===== config.mk =====
export PLATFORM = sky130hd
export DESIGN_NAME = fetch_res_queue_flat
export DESIGN_NICKNAME = d
export VERILOG_FILES = /design/src/rtl/fetch_res_queue_if.sv /design/src/rtl/fetch_res_queue.sv /design/src/flat_wrapper.sv
export SDC_FILE = /design/constraint.sdc
export NUM_CORES = 1
export LEC_CHECK = 0
export BUFFER_PORTS_ARGS = -buffer_cell sky130_fd_sc_hd__clkbuf_2
export CAP_MARGIN = 20
export CORE_UTILIZATION = 25
export CTS_BUF_LIST = sky130_fd_sc_hd__clkbuf_16
export DETAILED_ROUTE_END_ITERATION = 12
export SYNTH_ARGS = -nofsm -noshare
export SYNTH_HDL_FRONTEND = slang
export SYNTH_SLANG_ARGS = --single-unit

===== constraint.sdc =====
create_clock -name clock -period 37.1 [get_ports clock]
set_input_delay 7.42 -clock clock [delete_from_list [all_inputs] [get_ports clock]]
set_output_delay 7.42 -clock clock [all_outputs]
set_load 0.05 [all_outputs]

===== src/rtl/fetch_res_queue_if.sv =====
// Fetch-result queue bus: fetch-side inputs, decode-side handshake and status.
// master = the fetch/decode environment, slave = fetch_res_queue.
// Fetch side : io_i_fetch_valid, io_i_pc, io_i_fetch_res, io_i_flush,
//              io_i_branch_predict_pack_*, io_i_branch_presolve_pack_*,
//              io_o_fetch_ready
// Decode side: io_o_fetch_pack_valid, io_i_fetch_pack_ready,
//              io_o_fetch_pack_bits_*, io_o_count
// Optional   : io_o_perf_*_cnt when FETCH_RES_QUEUE_PERF_EN is defined.
interface fetch_res_queue_if #(
    parameter int unsigned FETCH_WIDTH = 2,
    parameter int unsigned DEPTH       = 4,
    parameter int unsigned XLEN        = 64
);
    localparam int unsigned CNT_W  = $clog2(DEPTH) + 1;
    localparam int unsigned LINE_W = 32 * FETCH_WIDTH;

    logic                   io_i_fetch_valid;
    logic [XLEN-1:0]        io_i_pc;
    logic [LINE_W-1:0]      io_i_fetch_res;
    logic                   io_i_flush;
    logic                   io_i_branch_predict_pack_valid;
    logic [XLEN-1:0]        io_i_branch_predict_pack_target;
    logic [3:0]             io_i_branch_predict_pack_branch_type;
    logic                   io_i_branch_predict_pack_select;
    logic                   io_i_branch_predict_pack_taken;
    logic                   io_i_branch_presolve_pack_valid;
    logic                   io_i_branch_presolve_pack_taken;
    logic                   io_o_fetch_ready;

    logic                   io_o_fetch_pack_valid;
    logic                   io_i_fetch_pack_ready;
    logic [FETCH_WIDTH-1:0] io_o_fetch_pack_bits_valids;
    logic [XLEN-1:0]        io_o_fetch_pack_bits_pc;
    logic [LINE_W-1:0]      io_o_fetch_pack_bits_insts;
    logic                   io_o_fetch_pack_bits_branch_predict_pack_valid;
    logic [XLEN-1:0]        io_o_fetch_pack_bits_branch_predict_pack_target;
    logic [3:0]             io_o_fetch_pack_bits_branch_predict_pack_branch_type;
    logic                   io_o_fetch_pack_bits_branch_predict_pack_select;
    logic                   io_o_fetch_pack_bits_branch_predict_pack_taken;
    logic [CNT_W-1:0]       io_o_count;
`ifdef FETCH_RES_QUEUE_PERF_EN
    logic [31:0]            io_o_perf_enq_cnt;
    logic [31:0]            io_o_perf_kill_cnt;
    logic [31:0]            io_o_perf_full_cnt;
`endif

    modport master (
        output io_i_fetch_valid, io_i_pc, io_i_fetch_res, io_i_flush,
        output io_i_branch_predict_pack_valid, io_i_branch_predict_pack_target,
        output io_i_branch_predict_pack_branch_type, io_i_branch_predict_pack_select,
        output io_i_branch_predict_pack_taken,
        output io_i_branch_presolve_pack_valid, io_i_branch_presolve_pack_taken,
        output io_i_fetch_pack_ready,
        input  io_o_fetch_ready, io_o_fetch_pack_valid,
        input  io_o_fetch_pack_bits_valids, io_o_fetch_pack_bits_pc, io_o_fetch_pack_bits_insts,
        input  io_o_fetch_pack_bits_branch_predict_pack_valid,
        input  io_o_fetch_pack_bits_branch_predict_pack_target,
        input  io_o_fetch_pack_bits_branch_predict_pack_branch_type,
        input  io_o_fetch_pack_bits_branch_predict_pack_select,
        input  io_o_fetch_pack_bits_branch_predict_pack_taken,
        input  io_o_count
`ifdef FETCH_RES_QUEUE_PERF_EN
        ,
        input  io_o_perf_enq_cnt, io_o_perf_kill_cnt, io_o_perf_full_cnt
`endif
    );

    modport slave (
        input  io_i_fetch_valid, io_i_pc, io_i_fetch_res, io_i_flush,
        input  io_i_branch_predict_pack_valid, io_i_branch_predict_pack_target,
        input  io_i_branch_predict_pack_branch_type, io_i_branch_predict_pack_select,
        input  io_i_branch_predict_pack_taken,
        input  io_i_branch_presolve_pack_valid, io_i_branch_presolve_pack_taken,
        input  io_i_fetch_pack_ready,
        output io_o_fetch_ready, io_o_fetch_pack_valid,
        output io_o_fetch_pack_bits_valids, io_o_fetch_pack_bits_pc, io_o_fetch_pack_bits_insts,
        output io_o_fetch_pack_bits_branch_predict_pack_valid,
        output io_o_fetch_pack_bits_branch_predict_pack_target,
        output io_o_fetch_pack_bits_branch_predict_pack_branch_type,
        output io_o_fetch_pack_bits_branch_predict_pack_select,
        output io_o_fetch_pack_bits_branch_predict_pack_taken,
        output io_o_count
`ifdef FETCH_RES_QUEUE_PERF_EN
        ,
        output io_o_perf_enq_cnt, io_o_perf_kill_cnt, io_o_perf_full_cnt
`endif
    );
endinterface


===== src/rtl/fetch_res_queue.sv =====
// Fetch-result queue: slices a fetch line into per-slot instructions, masks
// leading slots by PC offset, drops killed lines and buffers survivors in a
// DEPTH-entry FIFO feeding decode over a valid/ready handshake.
// Ports: clock, reset (async, active-high), bus (fetch_res_queue_if.slave).
// Optional: define FETCH_RES_QUEUE_PERF_EN for saturating perf counters.
module fetch_res_queue #(
    parameter int unsigned FETCH_WIDTH = 2,
    parameter int unsigned DEPTH       = 4,
    parameter int unsigned XLEN        = 64
) (
    input  logic              clock,
    input  logic              reset,
    fetch_res_queue_if.slave  bus
);
    localparam int unsigned PTR_W  = $clog2(DEPTH);
    localparam int unsigned CNT_W  = PTR_W + 1;
    localparam int unsigned OFF_W  = $clog2(FETCH_WIDTH);
    localparam int unsigned LINE_W = 32 * FETCH_WIDTH;

    typedef struct packed {
        logic [FETCH_WIDTH-1:0] valids;
        logic [XLEN-1:0]        pc;
        logic [LINE_W-1:0]      insts;
        logic                   bp_valid;
        logic [XLEN-1:0]        bp_target;
        logic [3:0]             bp_type;
        logic                   bp_select;
        logic                   bp_taken;
    } entry_t;

    entry_t                 mem_q [DEPTH];
    entry_t                 wr_entry_d;
    entry_t                 head_c;
    logic [CNT_W-1:0]       wr_ptr_q, wr_ptr_d;
    logic [CNT_W-1:0]       rd_ptr_q, rd_ptr_d;
    logic [CNT_W-1:0]       count_c;
    logic                   full_c;
    logic                   kill_c;
    logic                   enq_c;
    logic                   deq_c;
    logic                   pack_valid_c;
    logic [FETCH_WIDTH-1:0] slot_mask_c;
    logic                   unused_pc_c;

    // Byte offset bits are never needed.
    assign unused_pc_c = ^bus.io_i_pc[1:0];

    // Leading slots before the fetch PC's slot are not part of the packet.
    generate
        if (FETCH_WIDTH == 1) begin : g_mask_one
            assign slot_mask_c = '1;
        end else begin : g_mask_multi
            logic [OFF_W-1:0] off_c;
            assign off_c = bus.io_i_pc[OFF_W+1:2];
            always_comb begin
                slot_mask_c = '0;
                for (int unsigned i = 0; i < FETCH_WIDTH; i++) begin
                    slot_mask_c[i] = (32'(i) >= 32'(off_c));
                end
            end
        end
    endgenerate

    // Extra wrap bit in the pointers separates full from empty.
    assign count_c      = wr_ptr_q - rd_ptr_q;
    assign full_c       = (count_c == CNT_W'(DEPTH));
    assign kill_c       = bus.io_i_flush |
                          (bus.io_i_branch_presolve_pack_valid & bus.io_i_branch_presolve_pack_taken);
    assign enq_c        = bus.io_i_fetch_valid & ~full_c & ~kill_c;
    assign pack_valid_c = (count_c != '0) & ~bus.io_i_flush;
    assign deq_c        = pack_valid_c & bus.io_i_fetch_pack_ready;

    // Packet formed from the incoming line.
    always_comb begin
        wr_entry_d           = '0;
        wr_entry_d.valids    = slot_mask_c;
        wr_entry_d.pc        = {bus.io_i_pc[XLEN-1:OFF_W+2], (OFF_W+2)'(0)};
        wr_entry_d.insts     = bus.io_i_fetch_res;
        wr_entry_d.bp_valid  = bus.io_i_branch_predict_pack_valid;
        wr_entry_d.bp_target = bus.io_i_branch_predict_pack_target;
        wr_entry_d.bp_type   = bus.io_i_branch_predict_pack_branch_type;
        wr_entry_d.bp_select = bus.io_i_branch_predict_pack_select;
        wr_entry_d.bp_taken  = bus.io_i_branch_predict_pack_taken;
    end

    // Pointer update; flush empties the queue without touching storage.
    always_comb begin
        wr_ptr_d = wr_ptr_q;
        rd_ptr_d = rd_ptr_q;
        if (bus.io_i_flush) begin
            rd_ptr_d = wr_ptr_q;
        end else begin
            if (enq_c) wr_ptr_d = wr_ptr_q + CNT_W'(1);
            if (deq_c) rd_ptr_d = rd_ptr_q + CNT_W'(1);
        end
    end

    always_ff @(posedge clock or posedge reset) begin
        if (reset) begin
            wr_ptr_q <= '0;
            rd_ptr_q <= '0;
        end else begin
            wr_ptr_q <= wr_ptr_d;
            rd_ptr_q <= rd_ptr_d;
        end
    end

    // Storage clears on reset so the head reads zero out of reset.
    always_ff @(posedge clock or posedge reset) begin
        if (reset) begin
            for (int unsigned i = 0; i < DEPTH; i++) mem_q[i] <= '0;
        end else if (enq_c) begin
            mem_q[wr_ptr_q[PTR_W-1:0]] <= wr_entry_d;
        end
    end

    assign head_c = mem_q[rd_ptr_q[PTR_W-1:0]];

    assign bus.io_o_fetch_ready      = ~full_c;
    assign bus.io_o_fetch_pack_valid = pack_valid_c;
    assign bus.io_o_count            = count_c;
    assign bus.io_o_fetch_pack_bits_valids = head_c.valids;
    assign bus.io_o_fetch_pack_bits_pc     = head_c.pc;
    assign bus.io_o_fetch_pack_bits_insts  = head_c.insts;
    assign bus.io_o_fetch_pack_bits_branch_predict_pack_valid       = head_c.bp_valid;
    assign bus.io_o_fetch_pack_bits_branch_predict_pack_target      = head_c.bp_target;
    assign bus.io_o_fetch_pack_bits_branch_predict_pack_branch_type = head_c.bp_type;
    assign bus.io_o_fetch_pack_bits_branch_predict_pack_select      = head_c.bp_select;
    assign bus.io_o_fetch_pack_bits_branch_predict_pack_taken       = head_c.bp_taken;

`ifdef FETCH_RES_QUEUE_PERF_EN
    logic [31:0] perf_enq_q, perf_kill_q, perf_full_q;

    // Saturating event counters.
    always_ff @(posedge clock or posedge reset) begin
        if (reset) begin
            perf_enq_q  <= '0;
            perf_kill_q <= '0;
            perf_full_q <= '0;
        end else begin
            if (enq_c && (perf_enq_q != '1)) perf_enq_q <= perf_enq_q + 32'd1;
            if (bus.io_i_fetch_valid && kill_c && (perf_kill_q != '1))
                perf_kill_q <= perf_kill_q + 32'd1;
            if (bus.io_i_fetch_valid && full_c && (perf_full_q != '1))
                perf_full_q <= perf_full_q + 32'd1;
        end
    end

    assign bus.io_o_perf_enq_cnt  = perf_enq_q;
    assign bus.io_o_perf_kill_cnt = perf_kill_q;
    assign bus.io_o_perf_full_cnt = perf_full_q;
`endif

endmodule


===== src/flat_wrapper.sv =====
// flat-port wrapper written by rule: the top's interface ports become plain ports
module fetch_res_queue_flat 
#(
    parameter int unsigned FETCH_WIDTH = 2,
    parameter int unsigned DEPTH       = 4,
    parameter int unsigned XLEN        = 64
)
  (clock, reset, bus_io_i_fetch_valid, bus_io_i_pc, bus_io_i_fetch_res, bus_io_i_flush, bus_io_i_branch_predict_pack_valid, bus_io_i_branch_predict_pack_target, bus_io_i_branch_predict_pack_branch_type, bus_io_i_branch_predict_pack_select, bus_io_i_branch_predict_pack_taken, bus_io_i_branch_presolve_pack_valid, bus_io_i_branch_presolve_pack_taken, bus_io_i_fetch_pack_ready, bus_io_o_fetch_ready, bus_io_o_fetch_pack_valid, bus_io_o_fetch_pack_bits_valids, bus_io_o_fetch_pack_bits_pc, bus_io_o_fetch_pack_bits_insts, bus_io_o_fetch_pack_bits_branch_predict_pack_valid, bus_io_o_fetch_pack_bits_branch_predict_pack_target, bus_io_o_fetch_pack_bits_branch_predict_pack_branch_type, bus_io_o_fetch_pack_bits_branch_predict_pack_select, bus_io_o_fetch_pack_bits_branch_predict_pack_taken, bus_io_o_count);
  fetch_res_queue_if #(.FETCH_WIDTH(FETCH_WIDTH), .DEPTH(DEPTH), .XLEN(XLEN)) bus_i ();
  input  logic clock;
  input  logic reset;
  input wire logic [$bits(bus_i.io_i_fetch_valid)-1:0] bus_io_i_fetch_valid;
  input wire logic [$bits(bus_i.io_i_pc)-1:0] bus_io_i_pc;
  input wire logic [$bits(bus_i.io_i_fetch_res)-1:0] bus_io_i_fetch_res;
  input wire logic [$bits(bus_i.io_i_flush)-1:0] bus_io_i_flush;
  input wire logic [$bits(bus_i.io_i_branch_predict_pack_valid)-1:0] bus_io_i_branch_predict_pack_valid;
  input wire logic [$bits(bus_i.io_i_branch_predict_pack_target)-1:0] bus_io_i_branch_predict_pack_target;
  input wire logic [$bits(bus_i.io_i_branch_predict_pack_branch_type)-1:0] bus_io_i_branch_predict_pack_branch_type;
  input wire logic [$bits(bus_i.io_i_branch_predict_pack_select)-1:0] bus_io_i_branch_predict_pack_select;
  input wire logic [$bits(bus_i.io_i_branch_predict_pack_taken)-1:0] bus_io_i_branch_predict_pack_taken;
  input wire logic [$bits(bus_i.io_i_branch_presolve_pack_valid)-1:0] bus_io_i_branch_presolve_pack_valid;
  input wire logic [$bits(bus_i.io_i_branch_presolve_pack_taken)-1:0] bus_io_i_branch_presolve_pack_taken;
  input wire logic [$bits(bus_i.io_i_fetch_pack_ready)-1:0] bus_io_i_fetch_pack_ready;
  output wire logic [$bits(bus_i.io_o_fetch_ready)-1:0] bus_io_o_fetch_ready;
  output wire logic [$bits(bus_i.io_o_fetch_pack_valid)-1:0] bus_io_o_fetch_pack_valid;
  output wire logic [$bits(bus_i.io_o_fetch_pack_bits_valids)-1:0] bus_io_o_fetch_pack_bits_valids;
  output wire logic [$bits(bus_i.io_o_fetch_pack_bits_pc)-1:0] bus_io_o_fetch_pack_bits_pc;
  output wire logic [$bits(bus_i.io_o_fetch_pack_bits_insts)-1:0] bus_io_o_fetch_pack_bits_insts;
  output wire logic [$bits(bus_i.io_o_fetch_pack_bits_branch_predict_pack_valid)-1:0] bus_io_o_fetch_pack_bits_branch_predict_pack_valid;
  output wire logic [$bits(bus_i.io_o_fetch_pack_bits_branch_predict_pack_target)-1:0] bus_io_o_fetch_pack_bits_branch_predict_pack_target;
  output wire logic [$bits(bus_i.io_o_fetch_pack_bits_branch_predict_pack_branch_type)-1:0] bus_io_o_fetch_pack_bits_branch_predict_pack_branch_type;
  output wire logic [$bits(bus_i.io_o_fetch_pack_bits_branch_predict_pack_select)-1:0] bus_io_o_fetch_pack_bits_branch_predict_pack_select;
  output wire logic [$bits(bus_i.io_o_fetch_pack_bits_branch_predict_pack_taken)-1:0] bus_io_o_fetch_pack_bits_branch_predict_pack_taken;
  output wire logic [$bits(bus_i.io_o_count)-1:0] bus_io_o_count;
  assign bus_i.io_i_fetch_valid = bus_io_i_fetch_valid;
  assign bus_i.io_i_pc = bus_io_i_pc;
  assign bus_i.io_i_fetch_res = bus_io_i_fetch_res;
  assign bus_i.io_i_flush = bus_io_i_flush;
  assign bus_i.io_i_branch_predict_pack_valid = bus_io_i_branch_predict_pack_valid;
  assign bus_i.io_i_branch_predict_pack_target = bus_io_i_branch_predict_pack_target;
  assign bus_i.io_i_branch_predict_pack_branch_type = bus_io_i_branch_predict_pack_branch_type;
  assign bus_i.io_i_branch_predict_pack_select = bus_io_i_branch_predict_pack_select;
  assign bus_i.io_i_branch_predict_pack_taken = bus_io_i_branch_predict_pack_taken;
  assign bus_i.io_i_branch_presolve_pack_valid = bus_io_i_branch_presolve_pack_valid;
  assign bus_i.io_i_branch_presolve_pack_taken = bus_io_i_branch_presolve_pack_taken;
  assign bus_i.io_i_fetch_pack_ready = bus_io_i_fetch_pack_ready;
  assign bus_io_o_fetch_ready = bus_i.io_o_fetch_ready;
  assign bus_io_o_fetch_pack_valid = bus_i.io_o_fetch_pack_valid;
  assign bus_io_o_fetch_pack_bits_valids = bus_i.io_o_fetch_pack_bits_valids;
  assign bus_io_o_fetch_pack_bits_pc = bus_i.io_o_fetch_pack_bits_pc;
  assign bus_io_o_fetch_pack_bits_insts = bus_i.io_o_fetch_pack_bits_insts;
  assign bus_io_o_fetch_pack_bits_branch_predict_pack_valid = bus_i.io_o_fetch_pack_bits_branch_predict_pack_valid;
  assign bus_io_o_fetch_pack_bits_branch_predict_pack_target = bus_i.io_o_fetch_pack_bits_branch_predict_pack_target;
  assign bus_io_o_fetch_pack_bits_branch_predict_pack_branch_type = bus_i.io_o_fetch_pack_bits_branch_predict_pack_branch_type;
  assign bus_io_o_fetch_pack_bits_branch_predict_pack_select = bus_i.io_o_fetch_pack_bits_branch_predict_pack_select;
  assign bus_io_o_fetch_pack_bits_branch_predict_pack_taken = bus_i.io_o_fetch_pack_bits_branch_predict_pack_taken;
  assign bus_io_o_count = bus_i.io_o_count;
  fetch_res_queue #(.FETCH_WIDTH(FETCH_WIDTH), .DEPTH(DEPTH), .XLEN(XLEN)) u_core (.clock(clock), .reset(reset), .bus(bus_i));
endmodule

# Word-level counts from Yosys, hierarchy flattened
# Index checks and enable logic that the tools add are counted.
[totals]
register_bits = 810
input_bits = 206
elab_cells = 65
[classes]
addsub = 3
magnitude_cmp = 4
n_eq_ne = 1
n_mux = 8
bitwise_logic = 11
n_reduce_logical = 4
[ops]
columns = ["op", "n"]
rows = [
  ["bitwise mux 804 bit", 1],
  ["two-way mux 201 bit", 3],
  ["binary-select mux 201 bit (select 2 bit)", 1],
  ["demux 201 bit (select 2 bit)", 1],
  ["adder 3 x 1 -> 3 bit (second input constant)", 2],
  ["greater-or-equal comparator 3 bit (second input constant)", 2],
  ["two-way mux 3 bit", 2],
  ["NOT 2 -> 3 bit", 2],
  ["AND 1 bit", 5],
  ["equality test 3 bit (second input constant)", 1],
  ["less-than comparator 3 x 1 -> 1 bit (second input constant)", 1],
  ["NOT 1 bit", 3],
  ["nonzero test 3 bit", 1],
  ["subtractor 3 bit", 1],
  ["AND reduction 2 bit", 1],
  ["nonzero test 2 bit", 1],
  ["greater-or-equal comparator 1 bit (first input constant)", 1],
  ["logical AND 1 bit", 1],
  ["bitwise OR 1 bit", 1],
]

# Logic depth before layout (Yosys ltp)
[logic_depth]
depth_word = 6
depth_mapped = 10
ltp_nobuf = 8

# Least setup slack after synthesis
# No wires, ideal clock.
[synth_path]
path_kind = "input to output"
start = "input bus_io_i_flush"
end = "output bus_io_o_fetch_pack_valid"
arrival_time_ns = 8.400
setup_slack_ns = 21.280
cell_stages = 2
path_cell_list = "clkbuf_1 > a31oi_1"
[synth_between]
elab_chain_len = 2
[synth_lines]
columns = ["item", "line_no", "source"]
rows = [
  ["from (decl)", "flat_wrapper.sv:15", "input wire logic [$bits(bus_i.io_i_flush)-1:0] bus_io_i_flush;"],
  ["NOT 1 bit", "fetch_res_queue.sv:70", "assign pack_valid_c = (count_c != '0) & ~bus.io_i_flush;"],
  ["AND 1 bit", "fetch_res_queue.sv:70", ""],
  ["to (decl)", "flat_wrapper.sv:25", "output wire logic [$bits(bus_i.io_o_fetch_pack_valid)-1:0] bus_io_o_fetch_pack_valid;"],
]
# No other way between the ends.

# Worst setup path in the final report
# Same ends and word-level chain as after synthesis.

==> out/qor.yml <==
status: "complete, no violations"
cts.sink_count: 798
min_period_ps: 15550
worst-setup-path-type: "input pin to output pin"
fillerInstances: 13800
clockBufferDepth: 3
final.setup.tns_ps: 0
setup_viol: 0
synth_top_area_share: 0.577
cts_setup_buffers: 0
wl_per_cell_microns: 18.4
avgSynthCellArea_sq_um: 17.6
min_path_type: "flop to flop"
hold_viol_final: 0
vias_per_cell: 4.42
synth_edf_count: 0
dp_hpwl_microns: 48600
wirelength_microns: 78000
crit_arrival_ps: 8130
timing.final.ws_setup_ps: 21550
num_vias: 18700
die_w_microns: 374
fin_skew_ps: 23.5
final_nets: 2583
initial_core_util: 0.252
route.detailed.drc: 0
grt_pass1_vias: 20200
crit_path_max_fanout: 8
syn_to_final_growth_pct: 19.0
yosysWarnings: 0
dieArea_sq_um: 140000
grt_overflow_total: 0
post_cts_resized: 0
cts_root_buf: "clkbuf_16"
core-area_sq_um: 137000
synth_cell_types: 30
dr.pass1.iters: 4
drt_iter0_markers: 677
cap_violations: 0
tritoncts: "done"
cts_buffers: 90
r2r-end: "u_core.mem_q[243]$_DFFE_PP0P_"
crit_path_start: "bus_io_i_flush"
cts_max_level: 3
maxSlewHeadroom: 0.291
worstSetupEndpointType: "output pin"
multi_input_area_sq_um: 13700
synth-seq-cells: 798
io_pins: 412
detailedPlace.worstSlack_ps: 21540
seq_area_sq_um: 20000
reg2reg_from: "u_core.rd_ptr_q[0]$_DFFE_PP0P_"
rsz0062_at_grt: "no"
port_buffers: 406
synth_top_area_cell: "dfrtp_1"
worstPathRequired_ps: 29680
synth_area_sq_um: 34600
netlist_top_cells_area: "dfrtp_1, mux2_2, mux4_2"
r2r_slack_ps: 32170
drive_gt1_frac: 0.514
hold_buffers: 0
utilization: 0.299
antenna_found_initial: 16
netlist_instances: 1971
worstRegToRegCells: 7
ant_nets: 0
grt_pass1_wl_microns: 124000
grt_usage: 0.113
max_freq_ghz: 0.0643
insertion_delay_ps: 690
rows: 136
critical_path.endpoint: "bus_io_o_fetch_pack_valid"
grt_start_max_net_pins: 110
gp_congestion: 0.728
critPathLaunchType: "input pin"
synth_flop_cell: "dfrtp_1"
fin_crit_sh: 0.419
yosysSeqAreaShare: 0.577
synthArstFlopShare: 1.00
worstMarginPinSlew_ps: 1060
die_h_microns: 374
clkSlewWorstSetupHoldPaths_ps: 60
drv_slew: 0
==> registers in the layout, summed over array words and instances, names as in the netlist <==
signal and count:
u_core.mem_q 792, u_core.wr_ptr_q 3, u_core.rd_ptr_q 3
==> metrics by stage <==
step | std cells | instance area [sq um] | hold slack, ps
5_1_grt | 4238 | 41200 | 492
3_3_place_gp | 4070 | 38300 | 445
4_1_cts | 4234 | 41100 | 462
2_1_floorplan | 1973 | 34600 | 429
6_report | 4239 | 41200 | 459
3_5_place_dp | 4070 | 38300 | 449
==> final cells by class <==
class                   count  share of cell area
well taps                1794              0.0545
multi-input cells        1033               0.334
repair buffers            441              0.0568
inverters                   6            0.000729
flip-flops and latches    798               0.485
diodes                      3            0.000182
clock buffers              91              0.0553
clock inverters            73              0.0135
==> cell families (layout without fill, tap and decap cells) <==
family,Yosys count,after routing,share of synthesized area
simple gates,19,19,0.00286
buf+inv,142,611,0.0283
xor+xnor,4,4,0.00141
mux,985,985,0.385
compound gates,15,15,0.00271
flops,798,798,0.577
fa+ha+maj,7,7,0.00275
other cells,1,6,0.000108
==> routing by layer <==
layer / vias to the layer above / track usage / part of all wire
met4: 26 / 0.0338 / 0.024
met2: 402 / 0.176 / 0.46
met1: 9925 / 0.141 / 0.43
li1: 8226 / - / -
met5: - / 0 / 0.0023
met3: 142 / 0.0495 / 0.084
==> cell usage after synthesis, types with 4 or more instances <==
| library cell | instances |
|---|---|
| nand2_1 | 8 |
| o21ai_0 | 8 |
| dfrtp_1 | 798 |
| mux2_1 | 300 |
| nand2b_1 | 4 |
| o2111ai_1 | 4 |
| buf_6 | 36 |
| ha_1 | 6 |
| inv_1 | 6 |
| buf_1 | 11 |
| buf_4 | 26 |
| clkbuf_1 | 23 |
| mux2_2 | 485 |
| buf_2 | 37 |
| mux4_2 | 198 |
==> placed cells by master (no fill, tap or decap), types with 5 or more instances in the layout <==
master,n
dfrtp_1,796
mux2_2,485
clkbuf_2,406
mux2_1,300
mux4_2,198
clkbuf_16,91
buf_4,32
inv_1,26
clkinv_1,19
clkinv_2,15
nand2_1,8
o21ai_0,8
ha_1,6
bufinv_16,5
==> worst min-delay path by stage <==
| stage | startpoint | endpoint | cells after the start |
|---|---|---|---|
| global route | u_core.mem_q[352]$_DFFE_PP0P_ | u_core.mem_q[352]$_DFFE_PP0P_ | 1 |
| floorplan | u_core.mem_q[401]$_DFFE_PP0P_ | u_core.mem_q[401]$_DFFE_PP0P_ | 1 |
| detailed placement | u_core.mem_q[200]$_DFFE_PP0P_ | u_core.mem_q[200]$_DFFE_PP0P_ | 1 |
| CTS | u_core.mem_q[200]$_DFFE_PP0P_ | u_core.mem_q[200]$_DFFE_PP0P_ | 1 |
| global placement | u_core.mem_q[200]$_DFFE_PP0P_ | u_core.mem_q[200]$_DFFE_PP0P_ | 1 |
| finish | u_core.mem_q[200]$_DFFE_PP0P_ | u_core.mem_q[200]$_DFFE_PP0P_ | 1 |
==> worst max-delay path, stage by stage <==
cell	delay, ps
clkbuf_2	160
a31oi_1	170
clkbuf_2	370
Power is not shown: default switching activity piles up to over one toggle a cycle in this logic, so the estimate is an artifact.
